===== src/rtl/captura_pkg.sv =====
// Shared constants for the event capture block: event tags and default sizes.
// Imported by captura_fifo and captura_eventos.
package captura_pkg;

    localparam logic [1:0] TIPO_RCO   = 2'b01;
    localparam logic [1:0] TIPO_LOAD  = 2'b10;
    localparam logic [1:0] TIPO_AMBOS = 2'b11;

    localparam int W_DEF     = 32;
    localparam int DEPTH_DEF = 4;
    localparam int OVF_W_DEF = 8;
    localparam int TS_W      = 16;

    // Tag for the events seen in one cycle; 2'b00 means no event.
    function automatic logic [1:0] tipo_de(input logic ev_rco,
                                           input logic ev_load);
        logic [1:0] t;
        t = 2'b00;
        if (ev_rco && ev_load) t = TIPO_AMBOS;
        else if (ev_load)      t = TIPO_LOAD;
        else if (ev_rco)       t = TIPO_RCO;
        return t;
    endfunction

endpackage


===== src/rtl/captura_fifo.sv =====
// Small FIFO with a registered head output, used by captura_eventos.
// Ports: clk, reset (async, active-low), push/din, pop, dout/valid, nivel, lleno.
module captura_fifo
    import captura_pkg::*;
#(
    parameter int PW    = 34,
    parameter int DEPTH = DEPTH_DEF
) (
    input  logic                       clk,
    input  logic                       reset,
    input  logic                       push,
    input  logic [PW-1:0]              din,
    input  logic                       pop,
    output logic [PW-1:0]              dout,
    output logic                       valid,
    output logic [$clog2(DEPTH):0]     nivel,
    output logic                       lleno
);

    localparam int AW = $clog2(DEPTH);
    localparam int NW = AW + 1;

    logic [PW-1:0] mem_q [DEPTH];
    logic [PW-1:0] mem_d [DEPTH];
    logic [AW-1:0] rd_q, rd_d;
    logic [AW-1:0] wr_q, wr_d;
    logic [NW-1:0] nivel_q, nivel_d;
    logic [PW-1:0] dout_q, dout_d;

    logic vacio;
    logic push_ok;
    logic pop_ok;

    assign vacio = (nivel_q == '0);
    assign lleno = (nivel_q == NW'(DEPTH));
    assign valid = ~vacio;
    assign nivel = nivel_q;
    assign dout  = dout_q;

    // A full FIFO still takes a push when the head leaves the same cycle.
    assign pop_ok  = pop & ~vacio;
    assign push_ok = push & (~lleno | pop_ok);

    always_comb begin
        mem_d = mem_q;
        if (push_ok) mem_d[wr_q] = din;
        rd_d    = rd_q + AW'(pop_ok);
        wr_d    = wr_q + AW'(push_ok);
        nivel_d = nivel_q + NW'(push_ok) - NW'(pop_ok);
        // Head register keeps the last popped value when nothing is left.
        dout_d = dout_q;
        if (nivel_d != '0) begin
            // Only an empty remainder makes rd_d meet wr_q: bypass din.
            if (push_ok && (rd_d == wr_q)) dout_d = din;
            else                           dout_d = mem_q[rd_d];
        end
    end

    always_ff @(posedge clk or negedge reset) begin
        if (!reset) begin
            mem_q   <= '{default: '0};
            rd_q    <= '0;
            wr_q    <= '0;
            nivel_q <= '0;
            dout_q  <= '0;
        end else begin
            mem_q   <= mem_d;
            rd_q    <= rd_d;
            wr_q    <= wr_d;
            nivel_q <= nivel_d;
            dout_q  <= dout_d;
        end
    end

endmodule


===== src/rtl/captura_eventos.sv =====
// Captures counter value Q on rising edges of rco/load into a FIFO drained by valid/ready.
// Ports: clk, reset (async, active-low), enable_cap, rco_in, load_in, q_in,
//   out_valid/out_ready/out_data/out_tipo, nivel, lleno, overflow_cnt.
// Option CAPTURA_TIMESTAMP_EN adds a 16-bit cycle stamp per entry on out_ts.
module captura_eventos
    import captura_pkg::*;
#(
    parameter int W     = W_DEF,
    parameter int DEPTH = DEPTH_DEF,
    parameter int OVF_W = OVF_W_DEF
) (
    input  logic                       clk,
    input  logic                       reset,
    input  logic                       enable_cap,
    input  logic                       rco_in,
    input  logic                       load_in,
    input  logic [W-1:0]               q_in,
    output logic                       out_valid,
    input  logic                       out_ready,
    output logic [W-1:0]               out_data,
    output logic [1:0]                 out_tipo,
    output logic [$clog2(DEPTH):0]     nivel,
    output logic                       lleno,
`ifdef CAPTURA_TIMESTAMP_EN
    output logic [TS_W-1:0]            out_ts,
`endif
    output logic [OVF_W-1:0]           overflow_cnt
);

`ifdef CAPTURA_TIMESTAMP_EN
    localparam int PW = TS_W + W + 2;
`else
    localparam int PW = W + 2;
`endif

    logic rco_q, rco_d;
    logic load_q, load_d;
    logic arm_q, arm_d;
    logic [OVF_W-1:0] ovf_q, ovf_d;

    logic ev_rco;
    logic ev_load;
    logic push;
    logic pop;
    logic drop;
    logic [1:0] tipo;
    logic [PW-1:0] din;
    logic [PW-1:0] dout;

    // arm_q blocks the first cycle after reset, so a level already high
    // at release is only sampled and a fresh 0->1 edge is needed.
    assign ev_rco  = arm_q & rco_in & ~rco_q;
    assign ev_load = arm_q & load_in & ~load_q;
    assign tipo    = tipo_de(ev_rco, ev_load);
    assign push    = enable_cap & (ev_rco | ev_load);
    assign pop     = out_valid & out_ready;
    assign drop    = push & lleno & ~pop;

`ifdef CAPTURA_TIMESTAMP_EN
    logic [TS_W-1:0] ts_q, ts_d;

    assign ts_d = ts_q + 1'b1;
    assign din  = {ts_q, q_in, tipo};
    assign out_ts = dout[PW-1 -: TS_W];

    always_ff @(posedge clk or negedge reset) begin
        if (!reset) ts_q <= '0;
        else        ts_q <= ts_d;
    end
`else
    assign din = {q_in, tipo};
`endif

    assign out_data     = dout[W+1:2];
    assign out_tipo     = dout[1:0];
    assign overflow_cnt = ovf_q;

    always_comb begin
        rco_d  = rco_in;
        load_d = load_in;
        arm_d  = 1'b1;
        ovf_d  = ovf_q;
        if (drop && (ovf_q != '1)) ovf_d = ovf_q + 1'b1;
    end

    always_ff @(posedge clk or negedge reset) begin
        if (!reset) begin
            rco_q  <= 1'b0;
            load_q <= 1'b0;
            arm_q  <= 1'b0;
            ovf_q  <= '0;
        end else begin
            rco_q  <= rco_d;
            load_q <= load_d;
            arm_q  <= arm_d;
            ovf_q  <= ovf_d;
        end
    end

    captura_fifo #(
        .PW    (PW),
        .DEPTH (DEPTH)
    ) u_fifo (
        .clk   (clk),
        .reset (reset),
        .push  (push),
        .din   (din),
        .pop   (pop),
        .dout  (dout),
        .valid (out_valid),
        .nivel (nivel),
        .lleno (lleno)
    );

endmodule


===== config.mk =====
export PLATFORM = sky130hd
export DESIGN_NAME = captura_eventos
export DESIGN_NICKNAME = d
export VERILOG_FILES = /design/src/rtl/captura_pkg.sv /design/src/rtl/captura_fifo.sv /design/src/rtl/captura_eventos.sv
export SDC_FILE = /design/constraint.sdc
export NUM_CORES = 1
export LEC_CHECK = 0
export CORE_MARGIN = 1
export CORE_UTILIZATION = 52
export CTS_CLUSTER_DIAMETER = 30
export DETAILED_ROUTE_END_ITERATION = 16
export PLACE_DENSITY = 0.74
export RECOVER_POWER = 25
export SLEW_MARGIN = 10
export SYNTH_ARGS = -nofsm -noshare
export SYNTH_HDL_FRONTEND = slang
export SYNTH_SLANG_ARGS = --single-unit

===== constraint.sdc =====
create_clock -name clk -period 4.65 [get_ports clk]
set_input_delay 0.93 -clock clk [delete_from_list [all_inputs] [get_ports clk]]
set_output_delay 0.93 -clock clk [all_outputs]
set_load 0.01 [all_outputs]

### After elaboration in Yosys (flattened, before gate mapping)

Index checks and enable logic that the tools add are counted.

* equal/unequal tests: 3
* reductions and logical operators: 6
* order comparisons: 3
* $add $sub $neg: 5
* muxes and demuxes: 10
* bitwise logic cells: 19

Operators by type and width (number)
* 136-bit bitwise mux: 1
* 34-bit 2-to-1 mux: 4
* 34-bit binary-select mux with 2-bit select: 1
* 34-bit demux with 2-bit select: 1
* 1-bit bitwise AND: 10
* 8-bit by 1-bit adder with 8-bit output, second input constant: 1
* 8-bit inequality test, second input constant: 1
* 3-bit greater-or-equal comparator, second input constant: 2
* 2-bit inverter with 3-bit output: 2
* 1-bit inverter: 5
* 2-bit by 1-bit adder with 2-bit output: 2
* 1-bit logical AND: 4
* 2-bit 2-to-1 mux: 2
* 3-bit by 1-bit adder with 3-bit output: 1
* 3-bit == test, second input constant: 1
* 3-bit logical NOT: 1
* 3-bit by 1-bit less-than comparator with 1-bit output, second input constant: 1
* 3-bit nonzero test: 1
* 3-bit by 1-bit subtractor with 3-bit output: 1
* 2-bit == test: 1
* 1-bit bitwise OR: 2
* 1-bit 2-to-1 mux: 1

* logic and storage cells: 58
* output and inout port bits: 47
* register bits after elaboration: 188

### Longest topological paths before layout

Gate-level depths: netlist of run 1.

* depth after elaboration: 10
* gate-level depth with buffers: 13
* gate-level depth less buffers: 11

### Hierarchy

From an unflattened synthesis of run 1, not the netlist that was laid out.

* cell total of the unflattened synthesis: 593
* area total of the unflattened synthesis: 8871.0 µm²

By module, submodules not included
* captura_fifo: cells each 545, instances 1, area each 8325.5 µm²
* captura_eventos: cells each 48, instances 1, area each 545.5 µm²

### Least setup slack after synthesis of run 1

OpenSTA, ideal clock, no wires.

* path type: input-to-reg
* from: input port out_ready
* to: register u_fifo.dout_q[25] (netlist: u_fifo.dout[25])
* required time: 4.524 ns
* stages on the path: 12
* path slack: 1.289 ns
* data arrival time: 3.235 ns
* path buffers: 2
* path through: or4b_4 > o211ai_4 > inv_1 > ha_1 > inv_1 > fa_1 > xor3_1 > nor3_2 > o21ba_2 > buf_6 > buf_6 > a221o_1

* elaborated cells on any way between the ends: 15
* classes of those cells: add/sub (3); eq/ne (1); mux (4); bitwise (5); reduce/logical (2)

RTL lines
* from (decl): RTL line captura_eventos.sv:19 `input logic out_ready,`
* 1-bit bitwise AND *: RTL line captura_eventos.sv:56 `assign pop = out_valid & out_ready;`
* 1-bit bitwise AND *: RTL line captura_fifo.sv:41 `assign pop_ok = pop & ~vacio;`
* 1-bit bitwise OR: RTL line captura_fifo.sv:42 `assign push_ok = push & (~lleno | pop_ok);`
* 1-bit bitwise AND: RTL line captura_fifo.sv:42
* 3-bit by 1-bit adder with 3-bit output: RTL line captura_fifo.sv:49 `nivel_d = nivel_q + NW'(push_ok) - NW'(pop_ok);`
* 3-bit by 1-bit subtractor with 3-bit output *: RTL line captura_fifo.sv:49
* named net u_fifo.nivel_d[2]: RTL line captura_fifo.sv:27 `logic [NW-1:0] nivel_q, nivel_d;`
* 3-bit nonzero test *: RTL line captura_fifo.sv:52 `if (nivel_d != '0) begin`
* to (signal assigned): RTL line captura_fifo.sv:71 `dout_q <= dout_d;`
* to (decl): RTL line captura_fifo.sv:28 `logic [PW-1:0] dout_q, dout_d;`

The timed path passes the listed nets; every way through them passes the cells marked *. The select of a mux whose other input is x is not followed.
A chain may end at the register's enable or synchronous reset.

### Final worst setup path of run 1

* from: input port out_ready
* to: register u_fifo.dout_q[6] (netlist: u_fifo.dout[6])

The elaborated chain is that of the path after synthesis.

==> results of run 1 <==
[where the power goes]
part           switching, uW  total (uW)  internal [uW]
Sequential               415        2810           2400
Clock                    626        1580            954
Combinational           1230        3020           1790
Total                   2270        7410           5140
[final cells by class]
cell class	count	area (um2)	area share, %
clock buffer	17	425.4	4.244
clock inverter	14	219.0	2.184
inverter	12	45.04	0.4493
multi-input combinational	298	3410	34.01
sequential	188	4705	46.93
tap	216	270.3	2.696
timing repair buffer	96	950.9	9.486
[through the flow]
step | setup WS (ns) | hold WS (ns)
after floorplan | 1.289 | 0.4453
after global placement | 0.3779 | 0.4604
after detailed placement | 0.2704 | 0.4863
after CTS | 0.7127 | 0.5004
after global routing | 0.5770 | 0.5206
final | 0.7324 | 0.4965
[metal layers]
metal  global-route usage, %  vias up
li1                        -     2142
met4                   6.436        0
met1                   30.23     2585
met3                   5.489       15
met5                       0        -
met2                   38.98      101
[logic make-up (layout without fill, tap and decap cells)]
logic type,after synthesis,after routing
AO/OA/AOI/OAI,41,41
other,1,1
multiplexers,169,169
adder cells (fa/ha/maj),6,6
AND/OR/NAND/NOR,69,69
XOR/XNOR,12,12
buffers and inverters,44,139
flip-flops,188,188
[synthesized netlist by cell type (2+ instances only)]
| cell type | number |
|---|---|
| sky130_fd_sc_hd__nor3b_1 | 2 |
| sky130_fd_sc_hd__nand2_1 | 7 |
| sky130_fd_sc_hd__o21ai_0 | 2 |
| sky130_fd_sc_hd__buf_6 | 13 |
| sky130_fd_sc_hd__nand3_1 | 3 |
| sky130_fd_sc_hd__mux4_2 | 34 |
| sky130_fd_sc_hd__nor3_1 | 4 |
| sky130_fd_sc_hd__inv_1 | 12 |
| sky130_fd_sc_hd__nor4_1 | 4 |
| sky130_fd_sc_hd__ha_1 | 5 |
| sky130_fd_sc_hd__mux2_2 | 126 |
| sky130_fd_sc_hd__clkbuf_1 | 4 |
| sky130_fd_sc_hd__o2111ai_2 | 2 |
| sky130_fd_sc_hd__buf_4 | 4 |
| sky130_fd_sc_hd__nor3b_4 | 2 |
| sky130_fd_sc_hd__a221o_1 | 33 |
| sky130_fd_sc_hd__dfrtp_1 | 188 |
| sky130_fd_sc_hd__mux2i_1 | 6 |
| sky130_fd_sc_hd__buf_2 | 10 |
| sky130_fd_sc_hd__and2b_1 | 2 |
| sky130_fd_sc_hd__nor2_1 | 2 |
| sky130_fd_sc_hd__mux2_1 | 3 |
| sky130_fd_sc_hd__xor2_1 | 8 |
| sky130_fd_sc_hd__and2_1 | 35 |
| sky130_fd_sc_hd__and4_1 | 2 |
[how the worst min path moves through the flow]
stage | to | slack [ns] | cells past startpoint
after global placement | u_fifo.mem_q[102] | 0.46 | 2
after CTS | overflow_cnt[7] | 0.50 | 1
after global routing | u_fifo.mem_q[75] | 0.52 | 1
final | u_fifo.mem_q[29] | 0.50 | 1
after floorplan | u_fifo.mem_q[102] | 0.45 | 2
after detailed placement | u_fifo.mem_q[30] | 0.49 | 1
[flip-flops by register name, indices dropped and copies added (netlist names)]
register / cells
arm_q: 1
load_q: 1
u_fifo.wr_q: 2
u_fifo.mem_q: 136
u_fifo.nivel: 3
overflow_cnt: 8
u_fifo.dout: 34
u_fifo.rd_q: 2
rco_q: 1
[worst max-delay path: cells and delay by family]
kind	cells	cell delay, ns
buffers and inverters	4	0.76
AO/OA/AOI/OAI	3	1.32
adder cells (fa/ha/maj)	2	0.61
AND/OR/NAND/NOR	2	0.65
==> impl_results.md, run 1 <==
- Run status: finished with violations
- Violated checks: max-capacitance violations, max-slew violations
- Count of nets after finishing: around 660
- Crit path cell chain: clkdlybuf4s50_1 -> or4b_4 -> o211ai_4 -> inv_1 -> ha_1 -> inv_1 -> fa_1 -> inv_1 -> nor3_4 -> o21ba_2 -> a221o_1
- Setup violators final: 0
- Max-cap viol count: 1
- Mux contribution to synthesized area: 27.19%
- Starting density of the core: 52.95%
- Clock tree from TritonCTS: done
- Number of nets in the synthesized netlist: 574
- Static leakage: 0.004339 uW
- Detail-routed net length per standard cell: between 20 and 25 um
- Top Layer Used: met4
- Total number of clock tree sinks: 188
- Total negative setup slack: 0 ns
- Maximum operating frequency: 255.3 MHz
- Post-synthesis cell count: 530
- Sort of element at the end of the critical path: flip-flop
- Core Area: roughly 16000 um2
- Synthesized-area fraction occupied by adder cells: 0.9854%
- Detail Route met3 WL: roughly 700 um
- Final hold vios: 0
- Cts repair resizes: 0
- GRT Overall Usage: a little under a quarter
- Yosys reg bits: roughly 190
- Vias in the first global route: 5405
- DRC: 0
- Weighted congestion reported at the end of routability-driven placement: roughly 0.75
- Worst Hold Class: flip-flop to flip-flop
- Final clock period utilization by the worst path: 84.25%
- Wire length of the first global-routing pass: 28720 um
- Timing endpoint of the critical path: u_fifo.dout[6]
- Depth of the worst register-to-register path: 11
- Post-DP Area: about 9400 um2
- Setup fix buffers added after clock tree synthesis: 0
- Post-route clock skew: 0.008100 ns
- Master cell of the clock root buffer: sky130_fd_sc_hd__clkbuf_16
- Initial antenna violation count: 0
- Worst-skew pair later-pin latency: 0.43 ns
- Fraction of synthesized cell area taken by the top area cell type: ~56%
- Post-synthesis average cell area: 15.81 um2
- Final total power: ~7400 uW
- Portion of the post-synthesis area used by sequential elements: 56.14%
- Post-route cell area: 10020 um2
- H-Tree Depth: 4
- Post-CTS clock slew at the launch and capture registers of the worst setup and hold paths: 0.07 ns
- CP max FO: 34
- Most common library cell in the layout ignoring fill and taps: sky130_fd_sc_hd__dfrtp_1
- Areal power density over the cells: ~740 nW/um2
- Overall via count from detail_route: 4843
- Cell type contributing the most total cell area after synthesis: sky130_fd_sc_hd__dfrtp_1
- Startpoint of the tightest hold check path: u_fifo.mem_q[29]
- Top cells by area in the synthesized netlist: sky130_fd_sc_hd__dfrtp_1, sky130_fd_sc_hd__mux2_2, sky130_fd_sc_hd__mux4_2
- Worst reg-to-reg setup slack: 1.16 ns
- Simple logic cell fraction of the synthesized area: under 10%
- Filler cell count: 1142
- Initial detailed-routing violation count: 256
- Headroom to the max-slew limit: -96.71%
- Largest stage delay on the critical path: 0.87 ns
- Layout overhead on the synthesized area: 19.62%
- Yosys warnings: 0
- Maximum count of clock buffers along a single path: 2
- Shortest clock period the worst path allows after layout: 3.918 ns
- Count of unique library cells instantiated by Yosys: 42
- Final antenna-violating net count: 0
- Slew at the pin with the worst max-slew slack: 2.951 ns
- Sum of routed wire segments on met1: 7705 um
- Number of synthesized flops with an enable pin: 0
- Most frequent cells in the layout: sky130_fd_sc_hd__dfrtp_1, sky130_fd_sc_hd__mux2_2, sky130_fd_sc_hd__clkdlybuf4s50_1
- Amount of wire on met2 after detailed routing: 8622 um
- Vertical die dimension: 129.0 um
- Dominant combinational cell family by area after synthesis: multiplexers
- Average via count per standard cell: approximately 5.8
- Width of the die: between 100 and 150 um
- Pre-antenna DRT Iters: 4
- Compound-Gate Fraction of Synth Area: under 10%
- Worst path slowest cell: sky130_fd_sc_hd__o21ba_2
- Total standard cell area after synthesis: 8381 um2
- Unrepaired setup endpoints after global routing: no
- Worst R2R Start: u_fifo.nivel[1]
- Placed wire-length estimate: 10220 um
- Share of the synthesized netlist area taken by xor and xnor gates: 1.747%
- Final count of pins violating max slew: about 120
- Critical Path Most Common Cell: sky130_fd_sc_hd__inv_1
- Classification of the worst setup path: input port to flip-flop
- CP startpoint: out_ready
- Row count: 46
- Die Outline Area: around 17000 um2
- Number of instances in the placed design: 810
- Antenna Cells: 0
- WP data required: roughly 5 ns
- Fraction of final layout cells with drive strength greater than 1: between 30% and 40%
- Maximum ir drop on the vdd rail: ~0.37 mV
- End-of-flow core utilization: 63.34%
- Async set-reset flop share out of synthesis: 100.0%
- Global route total overflow: 0
- Maximum number of pins on one net before global-route repair: 122
- Clock buffers created by TritonCTS: 17
- Element type at the critical path start: input port
- Wire length reported by the detailed router: 17210 um
- Number of hold buffers added after CTS: 0
- Number of placed I/O pins: 85
- Worst endpoint data arrival time: 4.28 ns
- Count of placed standard cells in the final layout, fillers left out: 841
- Top_reg_cell synth: sky130_fd_sc_hd__dfrtp_1
- Worst reg2reg path endpoint: u_fifo.dout[6]
- IO Port Bufs: 84
(Power assumes the default switching activity.)
==> inputs of run 2 (changes only) <==
- clock period: 4.65 -> 3.7 ns (I/O delays scaled with it)
==> impl_results.md, run 2 (synthesis gave the netlist of run 1 again) <==
- Wire length of the first global-routing pass: 28720 um
- Number of flip-flops under the largest register name: about 140
- Vertical die dimension: 129.0 um
- Setup violators final: 0
- Number of hold buffers added after CTS: 0
- Sort of element at the end of the critical path: flip-flop
- Post-route clock skew: 0.008046 ns
- Final hold vios: 0
- Slew at the pin with the worst max-slew slack: 2.193 ns
- Width of the die: 129.0 um
- Violated checks: max-capacitance violations, max-slew violations
- Die Outline Area: 16630 um2
- Starting density of the core: 52.95%
- Worst path slowest cell: sky130_fd_sc_hd__or4b_4
- Areal power density over the cells: slightly above 900 nW/um2
- Wire length reported by the detailed router: 17420 um
- Worst Hold Class: flip-flop to flip-flop
- Placed wire-length estimate: 10770 um
- Unrepaired setup endpoints after global routing: no
- Clock tree from TritonCTS: done
- CP max FO: 34
- Maximum operating frequency: around 300 MHz
- Crit path cell chain: clkdlybuf4s50_1 -> or4b_4 -> o211ai_4 -> inv_1 -> ha_1 -> inv_1 -> fa_1 -> xor3_1 -> nor3_4 -> o21ba_2 -> buf_12 -> a221o_1
- Number of instances in the placed design: 819
- Post-CTS clock slew at the launch and capture registers of the worst setup and hold paths: approximately 0.070 ns
- Register ranked first by flip-flop count: u_fifo.mem_q
- WP data required: 4.01 ns
- Classification of the worst setup path: input port to flip-flop
- Final clock period utilization by the worst path: between 80 and 90%
- Headroom to the max-slew limit: -46.19%
- Antenna Cells: 0
- Master cell of the clock root buffer: sky130_fd_sc_hd__clkbuf_16
- Hold Crit Depth: 1
- Detail-routed net length per standard cell: 20.47 um
- Core Area: 15830 um2
- Worst endpoint data arrival time: 3.64 ns
- Max-cap viol count: 1
- Element type at the critical path start: input port
- Weighted congestion reported at the end of routability-driven placement: 0.8188
- Average via count per standard cell: about 5.8
- Static leakage: 0.004359 uW
- Setup fix buffers added after clock tree synthesis: 0
- Maximum number of pins on one net before global-route repair: 92
- Initial detailed-routing violation count: 289
- Row count: 46
- Total negative setup slack: 0 ns
- Clock buffers created by TritonCTS: 17
- Vias in the first global route: 5336
- Worst reg-to-reg setup slack: 0.41 ns
- GRT Overall Usage: 23.21%
- Maximum ir drop on the vdd rail: 0.4936 mV
- Most frequent cells in the layout: sky130_fd_sc_hd__dfrtp_1, sky130_fd_sc_hd__mux2_2, sky130_fd_sc_hd__clkdlybuf4s50_1
- Overall via count from detail_route: 4953
- Maximum count of clock buffers along a single path: 2
- Initial antenna violation count: 0
- Final antenna-violating net count: 0
- Filler cell count: 1168
- Minimum hold slack: a little under 0.5 ns
- Fraction of final layout cells with drive strength greater than 1: 35.12%
- Cts repair resizes: 0
- Layout overhead on the synthesized area: 19.86%
- Shortest clock period the worst path allows after layout: 3.329 ns
- Pre-antenna DRT Iters: 4
- Number of placed I/O pins: 85
- Count of placed standard cells in the final layout, fillers left out: roughly 850
- Depth of the worst register-to-register path: 12
- Total number of clock tree sinks: 188
- DRC: 0
- Largest stage delay on the critical path: 0.60 ns
- Worst-skew pair later-pin latency: between 0.4 and 0.5 ns
- Most common library cell in the layout ignoring fill and taps: sky130_fd_sc_hd__dfrtp_1
- Count of nets after finishing: 666
- Critical Path Most Common Cell: sky130_fd_sc_hd__inv_1
- H-Tree Depth: 4
- Global route total overflow: 0
- IO Port Bufs: 84
- Final count of pins violating max slew: between 90 and 100
- Run status: finished with violations
## run 2: worst max-delay path, delay by kind of cell
| family | cells | cell delay, ns |
|---|---|---|
| AND/OR/NAND/NOR | 2 | 0.81 |
| buffers and inverters | 4 | 0.78 |
| AO/OA/AOI/OAI | 3 | 0.66 |
| adder cells (fa/ha/maj) | 2 | 0.35 |
| XOR/XNOR | 1 | 0.28 |
## run 2: per-layer routing
metal	vias to the layer above	global-route usage [%]	wire (um)
met3	16	5.198	634
li1	2161	-	-
met2	101	38.89	8840
met4	0	6.436	175
met1	2675	30.62	7766
met5	-	0	0
## run 2: layout make-up
cell class / instances / area, um2 / area share, %
Clock buffer: 22 / 454.2 / 4.522
Clock inverter: 10 / 92.59 / 0.9218
Inverter: 12 / 45.04 / 0.4484
Multi-Input combinational cell: 298 / 3410 / 33.94
Sequential cell: 188 / 4705 / 46.84
Tap cell: 216 / 270.3 / 2.691
Timing Repair Buffer: 105 / 1069 / 10.64
## run 2: stage by stage
step / util (%) / instance area [um2] / total power (uW) / setup WS [ns]
2_1_floorplan: - / 8381 / 6259 / 0.5288
3_3_place_gp: 60.14 / 9519 / 7350 / 0.05109
3_5_place_dp: 60.14 / 9519 / 7590 / -0.06144
4_1_cts: 63.60 / 10070 / 9320 / 0.3926
5_1_grt: 63.46 / 10040 / 9758 / 0.1504
6_report: 63.46 / 10040 / 9216 / 0.3710
## run 2: worst paths after layout
path                                  start                 to
hold reg to reg            u_fifo.mem_q[30]   u_fifo.mem_q[30]
setup / recovery                  out_ready    u_fifo.dout[23]
setup reg to reg            u_fifo.nivel[1]    u_fifo.dout[23]
min in group asynchronous             reset  u_fifo.mem_q[131]
hold / removal             u_fifo.mem_q[30]   u_fifo.mem_q[30]
max in group asynchronous             reset   u_fifo.mem_q[67]
## run 2: power breakdown
part | switching (uW) | internal, uW | total [uW]
clock | 758 | 944 | 1700
sequential | 535 | 3010 | 3550
combinational | 1590 | 2380 | 3970
